### config.mk
export PLATFORM = sky130hd
export DESIGN_NAME = snake_body_engine
export DESIGN_NICKNAME = d
export VERILOG_FILES = /design/src/rtl/snake_body_engine.sv
export SDC_FILE = /design/constraint.sdc
export NUM_CORES = 1
export LEC_CHECK = 0
export ABC_AREA = 0
export CAP_MARGIN = 10
export CORE_MARGIN = 2
export CORE_UTILIZATION = 40
export CTS_CLUSTER_DIAMETER = 30
export DETAILED_ROUTE_END_ITERATION = 8
export PLACE_DENSITY = 0.72
export SYNTH_ARGS = -nofsm -noshare
export SYNTH_HDL_FRONTEND = slang
export SYNTH_SLANG_ARGS = --single-unit
### constraint.sdc
create_clock -name clk_pix -period 7.85 [get_ports clk_pix]
set_clock_uncertainty 0.1 [all_clocks]
set_input_delay 1.1775 -clock clk_pix [delete_from_list [all_inputs] [get_ports clk_pix]]
set_output_delay 1.1775 -clock clk_pix [all_outputs]
set_load 0.05 [all_outputs]
### src/rtl/snake_body_engine.sv
// Snake game-state engine: per tick moves the head one cell, shifts the body, grows on apple, detects wall/self hits.
// Define SNAKE_WRAP_EN to wrap the head around the playfield edges instead of ending the game on a wall.
module snake_body_engine #(
  parameter int MAX_LEN  = 33,
  parameter int CELL     = 16,
  parameter int H_RES    = 640,
  parameter int V_RES    = 480,
  parameter int INIT_LEN = 3,
  parameter int START_X  = 320,
  parameter int START_Y  = 240
) (
  input  logic                  clk_pix,
  input  logic                  rst_n,
  input  logic                  tick,
  input  logic                  restart,
  input  logic [1:0]            dir,
  input  logic [9:0]            apple_x,
  input  logic [8:0]            apple_y,
  output logic [9:0]            head_x,
  output logic [8:0]            head_y,
  output logic [7:0]            snake_len,
  output logic [MAX_LEN*10-1:0] body_bus_x,
  output logic [MAX_LEN*9-1:0]  body_bus_y,
  output logic                  ate,
  output logic                  step_done,
  output logic                  busy,
  output logic                  game_over
);
  localparam int IW = $clog2(MAX_LEN);
  localparam logic [1:0] DIR_UP = 2'd0, DIR_RIGHT = 2'd1, DIR_DOWN = 2'd2, DIR_LEFT = 2'd3;

  // state | meaning
  // IDLE  | waiting for a tick
  // MOVE  | wall check, body shift, apple check (single cycle)
  // CHECK | compare one body segment per cycle against the new head
  typedef enum logic [1:0] {S_IDLE, S_MOVE, S_CHECK} state_t;

  state_t        state_q;
  logic [9:0]    seg_x_q [MAX_LEN];
  logic [8:0]    seg_y_q [MAX_LEN];
  logic [7:0]    len_q;
  logic [1:0]    dir_q;
  logic [IW-1:0] idx_q;
  logic          ate_q, done_q, busy_q, over_q;

  logic [9:0] nx_d;
  logic [8:0] ny_d;
  logic       wall_d, wall_hit, apple_hit, self_hit, scan_end;

  function automatic logic [9:0] init_x(input int i);
    return (i < INIT_LEN) ? 10'(START_X - i * CELL) : 10'd0;
  endfunction

  function automatic logic [8:0] init_y(input int i);
    return (i < INIT_LEN) ? 9'(START_Y) : 9'd0;
  endfunction

  // Range check happens on widened sums so an edge move can never silently overflow.
  always_comb begin
    nx_d   = seg_x_q[0];
    ny_d   = seg_y_q[0];
    wall_d = 1'b0;
    case (dir_q)
      DIR_UP:
        if (seg_y_q[0] < 9'(CELL)) begin
          wall_d = 1'b1;
          ny_d   = 9'(V_RES - CELL);
        end else ny_d = seg_y_q[0] - 9'(CELL);
      DIR_RIGHT:
        if ({1'b0, seg_x_q[0]} + 11'(CELL) > 11'(H_RES - CELL)) begin
          wall_d = 1'b1;
          nx_d   = '0;
        end else nx_d = seg_x_q[0] + 10'(CELL);
      DIR_DOWN:
        if ({1'b0, seg_y_q[0]} + 10'(CELL) > 10'(V_RES - CELL)) begin
          wall_d = 1'b1;
          ny_d   = '0;
        end else ny_d = seg_y_q[0] + 9'(CELL);
      default:
        if (seg_x_q[0] < 10'(CELL)) begin
          wall_d = 1'b1;
          nx_d   = 10'(H_RES - CELL);
        end else nx_d = seg_x_q[0] - 10'(CELL);
    endcase
  end

`ifdef SNAKE_WRAP_EN
  assign wall_hit = 1'b0;
`else
  assign wall_hit = wall_d;
`endif

  assign apple_hit = (nx_d == apple_x) && (ny_d == apple_y);
  assign self_hit  = (seg_x_q[idx_q] == seg_x_q[0]) && (seg_y_q[idx_q] == seg_y_q[0]);
  assign scan_end  = (8'(idx_q) == len_q - 8'd1);

  always_ff @(posedge clk_pix or negedge rst_n) begin
    if (!rst_n) begin
      state_q <= S_IDLE;
      len_q   <= 8'(INIT_LEN);
      dir_q   <= DIR_RIGHT;
      idx_q   <= '0;
      ate_q   <= 1'b0;
      done_q  <= 1'b0;
      busy_q  <= 1'b0;
      over_q  <= 1'b0;
      for (int i = 0; i < MAX_LEN; i++) begin
        seg_x_q[i] <= init_x(i);
        seg_y_q[i] <= init_y(i);
      end
    end else if (restart) begin
      state_q <= S_IDLE;
      len_q   <= 8'(INIT_LEN);
      dir_q   <= DIR_RIGHT;
      idx_q   <= '0;
      ate_q   <= 1'b0;
      done_q  <= 1'b0;
      busy_q  <= 1'b0;
      over_q  <= 1'b0;
      for (int i = 0; i < MAX_LEN; i++) begin
        seg_x_q[i] <= init_x(i);
        seg_y_q[i] <= init_y(i);
      end
    end else begin
      ate_q  <= 1'b0;
      done_q <= 1'b0;
      case (state_q)
        S_IDLE:
          if (tick && !over_q) begin
            if (dir != (dir_q ^ 2'b10)) dir_q <= dir;
            busy_q  <= 1'b1;
            state_q <= S_MOVE;
          end
        S_MOVE:
          if (wall_hit) begin
            over_q  <= 1'b1;
            done_q  <= 1'b1;
            busy_q  <= 1'b0;
            state_q <= S_IDLE;
          end else begin
            for (int i = 1; i < MAX_LEN; i++) begin
              seg_x_q[i] <= seg_x_q[i-1];
              seg_y_q[i] <= seg_y_q[i-1];
            end
            seg_x_q[0] <= nx_d;
            seg_y_q[0] <= ny_d;
            if (apple_hit) begin
              ate_q <= 1'b1;
              if (len_q != 8'(MAX_LEN)) len_q <= len_q + 8'd1;
            end
            idx_q   <= IW'(1);
            state_q <= S_CHECK;
          end
        S_CHECK:
          if (self_hit || scan_end) begin
            if (self_hit) over_q <= 1'b1;
            done_q  <= 1'b1;
            busy_q  <= 1'b0;
            state_q <= S_IDLE;
          end else idx_q <= idx_q + IW'(1);
        default: state_q <= S_IDLE;
      endcase
    end
  end

  assign head_x    = seg_x_q[0];
  assign head_y    = seg_y_q[0];
  assign snake_len = len_q;
  assign ate       = ate_q;
  assign step_done = done_q;
  assign busy      = busy_q;
  assign game_over = over_q;

  for (genvar g = 0; g < MAX_LEN; g++) begin : g_bus
    assign body_bus_x[g*10 +: 10] = seg_x_q[g];
    assign body_bus_y[g*9 +: 9]   = seg_y_q[g];
  end
endmodule
==> impl_metrics.toml, run 1 <==
[floorplanning]
ios = 683
die-area_mm2 = 0.08568
die_h_um = 292.7
core_area_mm2 = 0.08224
row_count = 105
dieWidth_um = 292.7
start_util_pct = 40.54

[global_route]
grt.total_usage_pct = 32.44
grt_start_max_net_pins = 228
grt_pass1_wl_um = 207500
grt_pass1_vias = 30170
grt-ovfl-total = 0
antenna_found_initial = 1

[logic_synthesis]
postSynthCellCount = 3654
syn-cell-area_mm2 = 0.03334
synth_cell_type_count = 92
synth_seq_cells = 649
yosys.area.top_type_share_pct = 47.06
ys.warnings.count = 0
synth.top_cells.by_area = "dfrtp_1, nand2_1, a21oi_1"
synth_seq_area_share_pct = 48.79
synth_edf_count = 0
synth_nets = 3692
post_synth.cell_area_avg_um2 = 9.124
ys_async_sr_fraction_pct = 100.0
yosysTopAreaCell = "dfrtp_1"
synth-main-ff-cell = "dfrtp_1"

[cts]
post_cts_buffers = 0
clk_pin_slew_ns = 0.04
ctsHtreeMaxLevel = 4
cts_buffers = 153
clock_sinks = 649
cts_resized = 0
cts_buffer_depth = 3
cts_hold_buffers = 0
cts_root_buffer = "clkbuf_16"
cts_tree = "done"
clock_latency_ns = 0.73

[setup_path]
reg2reg_depth = 10
path_class = "reg -> reg"
endpoint_kind = "flop"
cp-startpoint = "idx_q[1]$_DFFE_PN0P_"
critPathMaxFanout = 69
crit-reg2reg-launch = "idx_q[1]$_DFFE_PN0P_"
cp.required_ns = 8.35
crit_arrival_ns = 6.29
r2r_slack_ns = 2.06
startpoint_type = "flop"

[timing]
hold_viol = 0
rsz0062_at_grt = "false"
tns_ns = 0
fmax_mhz = 172.6
fin_crit_sh_pct = 73.81
worst_pin_slew_ns = 1.238
hold_slack_ns = 0.4040
period_minus_slack_ns = 5.794
maxSlewViolCount = 0
finalSetupViolations = 0
relSlewSlack_pct = 17.45

[run]
drv_cap = 0

[finish]
n_fill_cell = 7069
diodes = 0
mostFrequentLayoutCell = "nand2_1"
multi_input_area_mm2 = 0.01529
final_cell_mix = "nand2_1, clkdlybuf4s50_1, a21oi_1, dfrtp_1, clkbuf_16"
area_growth_pct = 36.85
seqCellArea_mm2 = 0.01628
finalNetCount = 4250
layout-drive-gt1-share_pct = 11.13

[route]
antenna_left = 0
wl_per_cell_um = 26.32
drt_iter0_drc = 3671
dr.pass1.iters = 5
drt-total-wl_um = 142400
drc = 0
vias = 31390
drt-vias-per-instance = 5.804

[worst_hold_path]
hp-class = "reg -> reg"
hold_depth = 2
worstHoldStart = "body_bus_x[18]$_DFFE_PN1P_"

[power]
p_leak_nw = 17.86
p_per_area_mw_per_mm2 = 277.6
vdd_drop_max_uv = 294.5

[place]
dp_hpwl_um = 96400
finalWeightedCongestion = 0.8907
io_buffers = 682

[outcome]
outcome = "finished clean"
flip-flops by register name, summed over array words and instances (netlist names):
signal      count
head_x         10
idx_q           6
ate             1
body_bus_y    288
snake_len       8
game_over       1
body_bus_x    320
busy            1
head_y          9
dir_q           2
step_done       1
state_q         2
logic make-up after synthesis:
kind of cell	share of synthesized area [%]
AND/OR/NAND/NOR	18.56
flip-flops	48.79
adder cells (fa/ha/maj)	0.4879
multiplexers	11.09
AO/OA/AOI/OAI	14.49
XOR/XNOR	1.051
buffers and inverters	5.524
layer usage:
| metal | vias to the layer above | GRT usage (%) | routed length, µm |
|---|---|---|---|
| li1 | 13700 | - | - |
| met1 | 15810 | 41.92 | 55590 |
| met2 | 1544 | 50.58 | 66980 |
| met3 | 333 | 8.369 | 12260 |
| met4 | 0 | 16.29 | 7528 |
| met5 | - | 0 | 0 |
stage by stage:
stage | utilization [%] | instance area (µm²) | instances | setup slack, ns | power (W)
3_5_place_dp | 49.00 | 40300 | 5127 | 2.143 | 0.006193
5_1_grt | 55.48 | 45630 | 5408 | 1.882 | 0.01304
4_1_cts | 55.48 | 45630 | 5408 | 2.167 | 0.01268
3_3_place_gp | 49.00 | 40300 | 5127 | 2.107 | 0.006204
2_1_floorplan | - | 33340 | 3654 | 3.918 | 0.005570
6_report | 55.48 | 45630 | 5408 | 2.056 | 0.01267
worst max-delay path: stages, from the launching register on:
cell,delay (ns)
dfrtp_4,0.80
buf_12,0.39
nor2_4,0.73
and2_1,0.83
a2111oi_0,0.29
o21ai_0,0.40
nand4_1,0.18
nor4_1,0.62
and3_1,0.61
o211a_1,0.25
mux2_2,0.32
power breakdown:
part / leakage, nW / switching, W / internal (W) / total, W
Combinational: 6.33 / 0.00186 / 0.000646 / 0.00251
Sequential: 8.98 / 0.000216 / 0.00345 / 0.00366
Clock: 2.55 / 0.00210 / 0.00439 / 0.00650
Total: 17.9 / 0.00418 / 0.00849 / 0.0127
cell type report:
| cell class | count | share of cell area (%) |
|---|---|---|
| clock inverters | 83 | 2.153 |
| inverters | 28 | 0.2304 |
| well taps | 1070 | 2.934 |
| multi-input cells | 2656 | 33.50 |
| flip-flops and latches | 649 | 35.68 |
| clock buffers | 198 | 9.521 |
| repair buffers | 724 | 15.98 |
path summary, 6_finish.rpt:
check	end
setup reg to reg	busy$_DFFE_PN0P_
hold reg to reg	body_bus_x[28]$_DFFE_PN1P_
min in group asynchronous	body_bus_y[143]$_DFFE_PN0P_
hold / removal	body_bus_x[28]$_DFFE_PN1P_
max in group asynchronous	idx_q[1]$_DFFE_PN0P_
setup / recovery	busy$_DFFE_PN0P_
synthesized netlist by cell type (all sizes together), types with 9 or more instances:
cell     count
buf        111
xnor2       28
o21ai       29
a22oi       24
a31oi       15
or3          9
inv         28
a2111oi      9
and3        11
dfrtp      627
mux2        21
nor3        23
nor2b       20
nand3       51
ha          13
a221oi      13
o22ai       27
nor2        69
xor2        12
nand2b      14
a21oi      641
mux4       110
nand2     1281
clkbuf     210
mux2i       91
and2        10
dfstp       22
(Power assumes the default switching activity.)
==> run 2: changes to the inputs <==
--- a/config.mk
+++ b/config.mk
@@ -11,7 +11,7 @@
 export CORE_UTILIZATION = 40
 export CTS_CLUSTER_DIAMETER = 30
 export DETAILED_ROUTE_END_ITERATION = 8
-export PLACE_DENSITY = 0.72
+export PLACE_DENSITY = 0.74
 export SYNTH_ARGS = -nofsm -noshare
 export SYNTH_HDL_FRONTEND = slang
 export SYNTH_SLANG_ARGS = --single-unit
==> constraint.sdc (replaced) <==
create_clock -name clk_pix -period 5.25 [get_ports clk_pix]
set_clock_uncertainty 0.1 [all_clocks]
set_input_delay 0.7875 -clock clk_pix [delete_from_list [all_inputs] [get_ports clk_pix]]
set_output_delay 0.7875 -clock clk_pix [all_outputs]
set_load 0.05 [all_outputs]
==> impl_metrics.toml, run 2 (synthesis results as in run 1) <==
[outcome]
outcome = "finished clean"

[global_route]
antenna_found_initial = 2
grt_pass1_wl_um = 208800
grt_pass1_vias = 30570
grt_start_max_net_pins = 239
grt-ovfl-total = 0
grt.total_usage_pct = 32.68

[cts]
ctsHtreeMaxLevel = 4
cts_buffers = 150
cts_buffer_depth = 3
clk_pin_slew_ns = 0.05
cts_hold_buffers = 0
post_cts_buffers = 0
clock_sinks = 649
clock_latency_ns = 0.73
cts_tree = "done"
cts_root_buffer = "clkbuf_16"
cts_resized = 0

[setup_path]
startpoint_type = "flop"
critPathMaxFanout = 27
crit_arrival_ns = 5.18
endpoint_kind = "flop"
cp.required_ns = 5.76
path_class = "reg -> reg"

[finish]
diodes = 0
finish.utilization_pct = 56.18
n_fill_cell = 6967
finalNetCount = 4288
seqCellArea_mm2 = 0.01628
largest_reg_flops = 320
final_cell_mix = "nand2_1, clkdlybuf4s50_1, a21oi_1, dfrtp_1, clkbuf_16"
area_growth_pct = 38.57
mostFrequentLayoutCell = "nand2_1"
multi_input_area_mm2 = 0.01528
layout-drive-gt1-share_pct = 11.88

[floorplanning]
row_count = 105
ios = 683
die_h_um = 292.7
die-area_mm2 = 0.08568
start_util_pct = 40.54
dieWidth_um = 292.7
core_area_mm2 = 0.08224

[timing]
rsz0062_at_grt = "false"
maxSlewViolCount = 0
worst_pin_slew_ns = 1.208
fmax_mhz = 214.0
relSlewSlack_pct = 19.48
tns_ns = 0
period_minus_slack_ns = 4.672
hold_viol = 0
finalSetupViolations = 0
fin_crit_sh_pct = 88.99

[route]
drt_iter0_drc = 4025
drt-total-wl_um = 144100
antenna_left = 0
dr.pass1.iters = 6
wl_per_cell_um = 26.45
drt-vias-per-instance = 5.891
vias = 32090
drc = 0

[run]
drv_cap = 0

[worst_hold_path]
hp-class = "in -> async"

[power]
p_leak_nw = 18.18
p_per_area_mw_per_mm2 = 417.7
vdd_drop_max_uv = 372.2

[place]
io_buffers = 682
finalWeightedCongestion = 0.9235
dp_hpwl_um = 100400
==> run 2: cell count changes in the layout (fill, tap and decap cells not counted), moves of 5 or more <==
| cell | change |
|---|---|
| inv_6 | -10 |
| buf_4 | +29 |
| clkinvlp_4 | -6 |
| bufinv_16 | +5 |
| clkbuf_16 | -8 |
| buf_12 | +12 |
| clkbuf_8 | +6 |
==> run 2: critical path, stage by stage (launching register included) <==
cell       delay, ns
dfrtp_4         0.70
buf_4           0.40
nand4bb_1       0.63
o221ai_1        0.41
a2111oi_0       0.11
o21ai_0         0.45
nand4_1         0.16
nor4_1          0.44
and3_1          0.56
o211a_1         0.24
mux2_2          0.33
==> run 2: routing by layer <==
metal | track usage [%] | share of wire, % | vias to the layer above
met5 | 0 | 0.016 | -
met4 | 17.60 | 5.9 | 4
met3 | 10.08 | 10 | 387
met2 | 50.39 | 46 | 1908
met1 | 41.17 | 38 | 15990
li1 | - | - | 13800
==> run 2: report_power, final <==
part / internal, W / switching (W) / leakage, nW
registers: 0.00515 / 0.000271 / 8.98
logic: 0.00112 / 0.00284 / 6.59
clock network: 0.00669 / 0.00322 / 2.62
total: 0.0130 / 0.00633 / 18.2
==> run 2: cell type report <==
| type | instances | area share, % |
|---|---|---|
| flip-flops and latches | 649 | 35.24 |
| multi-input cells | 2656 | 33.08 |
| repair buffers | 765 | 16.77 |
| clock buffers | 197 | 9.156 |
| well taps | 1070 | 2.898 |
| clock inverters | 82 | 2.627 |
| inverters | 28 | 0.2275 |
==> run 2: worst paths after layout <==
| kind | depth (start not counted) | endpoint | startpoint | slack [ns] |
|---|---|---|---|---|
| worst min-delay path | 1 | body_bus_y[280]$_DFFE_PN0P_ | rst_n | 0.02 |
| worst max-delay path | 10 | busy$_DFFE_PN0P_ | idx_q[1]$_DFFE_PN0P_ | 0.58 |
| min in group clk_pix | 2 | body_bus_x[20]$_DFFE_PN0P_ | restart | 0.40 |
| worst max register to register | 10 | busy$_DFFE_PN0P_ | idx_q[1]$_DFFE_PN0P_ | 0.58 |
| worst min register to register | 2 | body_bus_x[28]$_DFFE_PN1P_ | body_bus_x[28]$_DFFE_PN1P_ | 0.41 |
| max in group asynchronous | 2 | body_bus_x[145]$_DFFE_PN0P_ | rst_n | 3.75 |
==> run 2: metrics by stage <==
step / hold slack [ns] / total power (W) / setup slack (ns) / instance area, µm² / std cells
3_5_place_dp: 0.4023 / 0.009381 / 0.7341 / 40760 / 5168
3_3_place_gp: 0.3984 / 0.009382 / 0.7692 / 40760 / 5168
5_1_grt: 0.09872 / 0.01985 / 0.4654 / 46200 / 5447
4_1_cts: 0.06330 / 0.01928 / 0.7093 / 46200 / 5447
2_1_floorplan: 0.3919 / 0.008328 / 1.318 / 33340 / 3654
6_report: 0.01747 / 0.01930 / 0.5782 / 46200 / 5447
